===== src/rtl/fp_addsub_seq.sv =====
`default_nettype none
// ============================================================================
// Module   : fp_addsub_seq
// Brief    : Multi-cycle sequencer for single-precision add/sub. Latches
//            operands, resolves IEEE-754 special cases, holds the external
//            combinational adder inputs for LATENCY cycles, then captures and
//            saturates the sum.
// Revision : 1.0 - initial release
// ============================================================================
module fp_addsub_seq #(
    parameter int LATENCY = 2
) (
    input  logic        clk,
    input  logic        rst_n,
    input  logic        start,
    input  logic        op_sub,
    input  logic [31:0] op_a,
    input  logic [31:0] op_b,
    output logic [31:0] fadd_a,
    output logic [31:0] fadd_b,
    input  logic [31:0] fadd_result,
    output logic [31:0] result,
    output logic        done,
    output logic        busy,
    output logic        invalid,
    output logic        overflow
);

    localparam logic [1:0]  c_st_idle  = 2'd0;
    localparam logic [1:0]  c_st_check = 2'd1;
    localparam logic [1:0]  c_st_exec  = 2'd2;
    localparam logic [1:0]  c_st_done  = 2'd3;
    localparam logic [3:0]  c_last_cnt = 4'(LATENCY - 1);
    localparam logic [31:0] c_qnan     = 32'h7FC0_0000;

    logic [1:0]  r_state;
    logic [1:0]  w_next_state;
    logic [3:0]  r_cnt;
    logic [31:0] r_a;
    logic [31:0] r_b;
    logic [31:0] r_result;
    logic        r_invalid;
    logic        r_overflow;

    logic        w_accept;
    logic        w_capture;
    logic        w_special;
    logic [31:0] w_spec_result;
    logic        w_spec_invalid;

    // Operand classification; exponent zero is treated as zero (denormal flush)
    logic w_a_max, w_b_max, w_a_nan, w_b_nan, w_a_inf, w_b_inf, w_a_zero, w_b_zero;
    assign w_a_max  = (r_a[30:23] == 8'hFF);
    assign w_b_max  = (r_b[30:23] == 8'hFF);
    assign w_a_nan  = w_a_max && (r_a[22:0] != 23'd0);
    assign w_b_nan  = w_b_max && (r_b[22:0] != 23'd0);
    assign w_a_inf  = w_a_max && (r_a[22:0] == 23'd0);
    assign w_b_inf  = w_b_max && (r_b[22:0] == 23'd0);
    assign w_a_zero = (r_a[30:23] == 8'h00);
    assign w_b_zero = (r_b[30:23] == 8'h00);

    assign w_accept  = (r_state == c_st_idle) && start;
    assign w_capture = (r_state == c_st_exec) && (r_cnt == c_last_cnt);

    always_comb begin
        w_special      = 1'b1;
        w_spec_result  = 32'd0;
        w_spec_invalid = 1'b0;
        if (w_a_nan || w_b_nan || (w_a_inf && w_b_inf && (r_a[31] != r_b[31]))) begin
            w_spec_result  = c_qnan;
            w_spec_invalid = 1'b1;
        end else if (w_a_inf) begin
            w_spec_result = r_a;
        end else if (w_b_inf) begin
            w_spec_result = r_b;
        end else if (w_a_zero && w_b_zero) begin
            w_spec_result = {r_a[31] & r_b[31], 31'd0};
        end else if (w_a_zero) begin
            w_spec_result = r_b;
        end else if (w_b_zero) begin
            w_spec_result = r_a;
        end else if ((r_a[30:0] == r_b[30:0]) && (r_a[31] != r_b[31])) begin
            w_spec_result = 32'd0;
        end else begin
            w_special = 1'b0;
        end
    end

    always_ff @(posedge clk or negedge rst_n) begin
        if (!rst_n) begin
            r_state <= c_st_idle;
        end else begin
            r_state <= w_next_state;
        end
    end

    always_comb begin
        w_next_state = r_state;
        case (r_state)
            c_st_idle:  if (start) w_next_state = c_st_check;
            c_st_check: w_next_state = w_special ? c_st_done : c_st_exec;
            c_st_exec:  if (r_cnt == c_last_cnt) w_next_state = c_st_done;
            c_st_done:  w_next_state = c_st_idle;
            default:    w_next_state = c_st_idle;
        endcase
    end

    always_ff @(posedge clk or negedge rst_n) begin
        if (!rst_n) begin
            r_cnt      <= 4'd0;
            r_a        <= 32'd0;
            r_b        <= 32'd0;
            r_result   <= 32'd0;
            r_invalid  <= 1'b0;
            r_overflow <= 1'b0;
        end else begin
            if (r_state == c_st_exec && r_cnt != c_last_cnt) begin
                r_cnt <= r_cnt + 4'd1;
            end else begin
                r_cnt <= 4'd0;
            end

            if (w_accept) begin
                r_a        <= op_a;
                r_b        <= {op_b[31] ^ op_sub, op_b[30:0]};
                r_invalid  <= 1'b0;
                r_overflow <= 1'b0;
            end

            if (r_state == c_st_check && w_special) begin
                r_result  <= w_spec_result;
                r_invalid <= w_spec_invalid;
            end

            // Adder overflow saturates to a correctly signed infinity
            if (w_capture) begin
                if (fadd_result[30:23] == 8'hFF) begin
                    r_result   <= {fadd_result[31], 8'hFF, 23'd0};
                    r_overflow <= 1'b1;
                end else begin
                    r_result   <= fadd_result;
                end
            end
        end
    end

    assign fadd_a   = r_a;
    assign fadd_b   = r_b;
    assign result   = r_result;
    assign invalid  = r_invalid;
    assign overflow = r_overflow;
    assign done     = (r_state == c_st_done);
    assign busy     = (r_state != c_st_idle);

endmodule
`default_nettype wire


===== config.mk =====
export PLATFORM = sky130hd
export DESIGN_NAME = fp_addsub_seq
export DESIGN_NICKNAME = d
export VERILOG_FILES = /design/src/rtl/fp_addsub_seq.sv
export SDC_FILE = /design/constraint.sdc
export NUM_CORES = 1
export LEC_CHECK = 0
export ABC_AREA = 1
export BUFFER_PORTS_ARGS = -buffer_cell sky130_fd_sc_hd__buf_2
export CORE_MARGIN = 3
export CORE_UTILIZATION = 25
export CTS_CLUSTER_DIAMETER = 40
export DETAILED_ROUTE_END_ITERATION = 16
export GPL_TIMING_DRIVEN = 0
export SKIP_LAST_GASP = 1
export SLEW_MARGIN = 25
export SYNTH_ARGS = -nofsm -noshare
export SYNTH_HDL_FRONTEND = slang
export SYNTH_SLANG_ARGS = --single-unit

===== constraint.sdc =====
create_clock -name clk -period 2.8 [get_ports clk]
set_clock_uncertainty 0.05 [all_clocks]
set_input_delay 0.28 -clock clk [delete_from_list [all_inputs] [get_ports clk]]
set_output_delay 0.28 -clock clk [all_outputs]
set_load 0.02 [all_outputs]

== Yosys cells after proc, flatten, opt, wreduce, memory -nomap -nowiden ==
Index checks and enable logic that the tools add are counted.
W data, S select, Z words.

* Flip-flop bits (word level): 104
* Input port bits: 100
* Output and inout bits: 100
* Logic and storage cells: 74

* $add $sub $neg: 1
* Equality and inequality tests: 12
* Multiplexer cells: 27
* Bitwise operators: 2
* Reductions and logical operators: 25

{| class="wikitable"
|+ Operator list
! cell !! count
|-
| $mux W32 || 8
|-
| $logic_not A23 Y1 || 2
|-
| $reduce_bool A23 Y1 || 2
|-
| $eq A31 B31 Y1 || 1
|-
| $mux W31 || 1
|-
| $eq A8 B8 Y1 const B || 3
|-
| $logic_not A8 Y1 || 2
|-
| $mux W1 || 14
|-
| $logic_and A1 B1 Y1 || 12
|-
| $pmux W2 S4 || 1
|-
| $reduce_bool A2 Y1 || 3
|-
| $add A4 B1 Y4 const B || 1
|-
| $eq A2 B2 Y1 const B || 2
|-
| $eq A4 B1 Y1 const B || 1
|-
| $mux W2 || 2
|-
| $mux W4 || 1
|-
| $ne A4 B1 Y1 const B || 1
|-
| $eq A2 B1 Y1 const B || 1
|-
| $logic_not A2 Y1 || 1
|-
| $logic_or A1 B1 Y1 || 2
|-
| $ne A2 B1 Y1 const B || 1
|-
| $ne A2 B2 Y1 const B || 1
|-
| $reduce_and A2 Y1 || 1
|-
| $and A1 B1 Y1 || 1
|-
| 2 further kinds || 2
|}

== Depth between registers and ports, before layout ==
* Depth in word-level cells: 12
* Mapped depth: 15
* Mapped depth without buffers: 14

== Worst setup path after synthesis ==
No wires, ideal clock.

* Kind: register -> register
* Start point: register r_b[31], in the netlist fadd_b[31]
* End point: register r_result[23], in the netlist result[23]
* Setup time: 65 ps
* Arrival: 1713 ps
* Data required time: 2685 ps
* Setup slack: 971 ps
* Cell stages (with the launch flop): 13
* Path buffers: 1
* Period minus slack after synthesis: 1829 ps
* Cells stage by stage: dfrtp_1 -> ha_1 -> nand4_1 -> nor2_1 -> nand2_1 -> nor2_1 -> nand2_1 -> nand2_1 -> nand2_4 -> nand2_4 -> buf_6 -> nand3_1 -> nand2_1

* Longest elaborated chain between the ends: 11
* Elaborated cells between the ends (all ways): 16
* Those cells by class: eq/ne: 1; mux: 10; reduce/logical: 5

{| class="wikitable"
|+ RTL lines
! element !! line !! RTL
|-
| from (decl) || 40 || <nowiki>logic [31:0] r_b;</nowiki>
|-
| from (signal assigned) || 125 || <nowiki>r_b <= {op_b[31] ^ op_sub, op_b[30:0]};</nowiki>
|-
| $ne A1 B1 Y1 (*) || 69, 82 ||
|-
| $logic_and A1 B1 Y1 || 82 || <nowiki>end else if ((r_a[30:0] == r_b[30:0]) && (r_a[31] != r_b[31])) begin</nowiki>
|-
| $mux W1 || 82 ||
|-
| $mux W1 || 80 || <nowiki>end else if (w_b_zero) begin</nowiki>
|-
| $mux W1 || 78 || <nowiki>end else if (w_a_zero) begin</nowiki>
|-
| $mux W1 || 76 || <nowiki>end else if (w_a_zero && w_b_zero) begin</nowiki>
|-
| $mux W1 || 74 || <nowiki>end else if (w_b_inf) begin</nowiki>
|-
| $mux W1 || 72 || <nowiki>end else if (w_a_inf) begin</nowiki>
|-
| $mux W1 || 69 || <nowiki>if (w_a_nan || w_b_nan || (w_a_inf && w_b_inf && (r_a[31] != r_b[31]))) begin</nowiki>
|-
| $logic_and A1 B1 Y1 || 130 || <nowiki>if (r_state == c_st_check && w_special) begin</nowiki>
|-
| $reduce_bool A2 Y1 (no source line) || n/a ||
|-
| to (signal assigned) || 131 || <nowiki>r_result <= w_spec_result;</nowiki>
|-
| to (signal assigned) || 138 || <nowiki>r_result <= {fadd_result[31], 8'hFF, 23'd0};</nowiki>
|-
| to (signal assigned) || 141 || <nowiki>r_result <= fadd_result;</nowiki>
|-
| to (decl) || 41 || <nowiki>logic [31:0] r_result;</nowiki>
|}

Mark *: on every way between the ends. The rest lies on a longest branch, timed or not. The select of a mux whose other input is x is not followed.
A chain may end at the register's enable or synchronous reset.

== Final worst setup path ==
* Start point: register r_state[0]
* End point: register r_a[15], in the netlist fadd_a[15]

* Longest elaborated chain between the ends: 2

{| class="wikitable"
|+ RTL lines
! element !! line !! RTL
|-
| from (decl) || 36 || <nowiki>logic [1:0] r_state;</nowiki>
|-
| from (signal assigned) || 91 || <nowiki>r_state <= c_st_idle;</nowiki>
|-
| from (signal assigned) || 93 || <nowiki>r_state <= w_next_state;</nowiki>
|-
| $logic_not A2 Y1 || 62 || <nowiki>assign w_accept = (r_state == c_st_idle) && start;</nowiki>
|-
| $logic_and A1 B1 Y1 || 62 ||
|-
| to (signal assigned) || 124 || <nowiki>r_a <= op_a;</nowiki>
|-
| to (decl) || 39 || <nowiki>logic [31:0] r_a;</nowiki>
|}

Every way passes these cells.

==> results.md <==
- Syn nets: 909
- Post-DP HPWL: 19500 um
- Storage cell area: 2600 um^2
- Setup TNS: 0 ns
- First-pass GRT wire length: 36600 um
- Netlist cell types: 42
- Leak Pwr: 4.21 nW
- I/O Buffers: 199
- Max-Cap Viols: 0
- Final period utilization: 92.6%
- Post-synthesis to final-layout area growth: 28.1%
- Avg WL per Cell: 18.2 um
- Overall global routing resource usage: 18.4%
- Initial antenna violation count: 0
- Drt initial violations: 423
- Via count: 6165
- Post-route ant nets: 0
- Yosys warning count: 0
- Maximum VDD drop: 0.546 mV
- Min-Delay Path Class: input port to flop
- Post-synthesis sequential area ratio: 42.6%
- Drt pass-1 iters: 5
- Most common cell on crit path: clkbuf_1
- Crit. End Element: flop
- Multi-input logic area: 3040 um^2
- Die H: 162 um
- Tmin final: 2.59 ns
- Die area: 26400 um^2
- Met3 GRT Util: 4.25%
- DRC viols: 0
- Worst endpoint data arrival time: 2.77 ns
- TritonCTS clock tree: done
- Filler instances: 2605
- Startpoint types: flop
- Relative slew slack: 39.7%
- Largest net degree at the start of global routing: 64
- H-tree levels: 3
- Pwr Density: 1070 nW/um^2
- CP cell instances: inv_1 -> ha_1 -> nand2_1 -> clkbuf_1 -> clkbuf_1 -> a21oi_1
- Layout cells sized above 1: 29.0%
- Largest stage delay on the critical path: 0.54 ns
- IO Pins: 200
- Antenna cells: 0
- Netlist Area Pre-Place: 6120 um^2
- Number of synthesized flops with an enable pin: 0
- Die span in x: 162 um
- Slowest stage cell, crit path: clkbuf_1
- Avg Cell Area, Syn: 7.64 um^2
- Flop2flop setup slack: 0.21 ns
- Core area: 23800 um^2
- Final hold viol count: 0
- Xor and xnor area share after synthesis: 1.86%
- Status: complete, no violations
- Met2 usage: 29.5%
- Site Rows: 56
- Largest family of logic cells by synthesized area: simple AND/OR/NAND/NOR gates
- Crit path required time: 2.97 ns
- Mux contribution to synthesized area: 3.87%
- Setup CP Type: flop to flop
- Grt met1 use: 25.2%
- Worst-path fanout max: 10
- Clock sinks: 104
- Primary FF master, synth: dfrtp_1
- Maximum root-to-sink buffer count: 2
- Clk_lat worst skew: 0.36 ns
- Final std cells w/o fill: 1334
- Via-to-Cell Ratio: 4.62
- RSZ-0062 raised after global routing: no
- CTS root buf: clkbuf_16
- Post-synthesis async set-or-reset flop share: 100%
- Starting Density: 25.7%
- Nets: 1121
- Compound-Gate Fraction of Synth Area: 8.22%
- Final Slew Violations: 0
- Setup Viol. Count Final: 0
- Total wire length: 24300 um
- Clock buffer count from CTS: 9
- Grt peak-use layer: met2
- RePlAce Congestion: 0.917
- Peak Freq: 0.386 GHz
- Post-Synth Adder-Cell Area: 1.64%
- Simple-gate share of the synthesized area: 34.0%
- Total grt overflow: 0
- Clock-pin slew on the worst setup and hold paths: 0.07 ns
- Synthesized flop and latch total: 104
- Vias in the first global route: 6135
- Post-Synthesis Cells: 801
- Post-Place Cells: 1320
- Worst Tran Pin Value: 0.904 ns
-- final timing paths --
kind                       cells past startpoint       start    endpoint
max in group asynchronous                      3       rst_n  fadd_b[26]
hold / removal                                 2    op_b[28]  fadd_b[28]
hold reg to reg                                1    r_cnt[0]    r_cnt[0]
setup reg to reg                               6  r_state[0]  fadd_a[15]
setup / recovery                               6  r_state[0]  fadd_a[15]
min in group asynchronous                      2       rst_n   fadd_a[4]
-- timing repair --
item | CTS | global route
resized for setup | 0 | 2
endpoints found under the setup margin | 0 | 15
endpoints found under the hold margin | 41 | 0
hold buffers | 1 | 0
setup buffers | 0 | 0
-- critical path, delay by kind of cell, from the launching register on --
kind,cells,cell delay (ns)
buf+inv,3,1.19
compound gates,1,0.16
flops,1,0.42
simple gates,1,0.41
fa+ha+maj,1,0.22
-- metal layers --
metal / part of all wire, % / wire (um) / vias to the layer above
met4: 2.2 / 542 / 0
met3: 7.6 / 1840 / 27
met2: 46 / 11100 / 243
met1: 44 / 10800 / 2904
met5: 0 / 0 / -
li1: - / - / 2991
-- cell type report --
class / instances / area share, %
Clock inverter: 1 / 0.383
Multi-Input combinational cell: 599 / 38.8
Clock buffer: 12 / 3.15
Sequential cell: 104 / 33.2
Tap cell: 319 / 5.10
Buffer: 37 / 2.99
Inverter: 61 / 3.13
Timing Repair Buffer: 201 / 13.3
-- synth_stat cells, types with 2 or more instances --
cell,instances,share of area (%)
clkinv_2,2,0.16
nand2_2,10,1.0
nand4_1,12,1.2
o21ai_0,16,1.3
buf_2,10,0.82
dfrtp_1,104,43
inv_2,5,0.31
clkbuf_4,2,0.25
nor2_4,2,0.37
inv_1,52,3.2
buf_4,2,0.25
nand3_4,2,0.57
nor2_1,106,6.5
xnor2_1,12,1.7
a211oi_1,13,1.6
nand3_1,53,4.3
nand2_4,3,0.55
nand2_1,235,14
mux2_2,21,3.9
ha_1,8,1.6
nor2_2,4,0.41
buf_8,4,0.98
clkbuf_1,15,0.92
nor2_8,3,0.98
a21oi_1,65,5.3
or2_2,6,0.61
nor3_1,19,1.6
-- sequential cells by signal, indices dropped and copies added (netlist names) --
register / cells
overflow: 1
r_cnt: 4
fadd_b: 32
invalid: 1
fadd_a: 32
result: 32
r_state: 2
-- power breakdown --
group | internal (mW) | total [mW] | switching (mW) | leakage (nW)
Clock | 0.705 | 1.28 | 0.571 | 0.135
Combinational | 1.44 | 4.09 | 2.65 | 2.82
Sequential | 2.14 | 3.02 | 0.875 | 1.25
Total | 4.29 | 8.38 | 4.10 | 4.21
-- cell usage in the layout (no fill, tap or decap), types with 6 or more instances in the layout --
master and instances:
mux2_2 21, nor2_1 106, a21oi_1 65, buf_2 208
clkbuf_1 16, nand2_1 235, inv_1 52, nand2_2 10
nand4_1 12, o21ai_0 16, dfrtp_1 104, xnor2_1 12
or2_2 6, nand3_1 53, ha_1 8, nor3_1 19
a211oi_1 13, clkbuf_16 9
-- stage by stage --
step	cell area (um^2)	util (%)	hold slack, ns	setup WS, ns	total power, mW
after detailed placement	7540	31.8	0.188	0.0145	7.15
after global placement	7510	31.6	0.420	0.0282	7.07
after global routing	7830	33.0	0.0956	0.00262	8.99
after CTS	7830	33.0	0.0868	0.00224	8.46
final	7830	33.0	0.0996	0.208	8.38
after floorplan	6120	-	-0.0656	0.971	5.44
-- cell families (layout without fill, tap and decap cells) --
group	count (synthesis)	after routing
muxes	21	21
DFF	104	104
buffers and inverters	98	312
and+or+nand+nor	463	463
AOI/OAI and AO/OA	94	94
xor gates and xnor gates	13	13
adders and majority gates	8	8
Power figures use the tool's default switching activity.
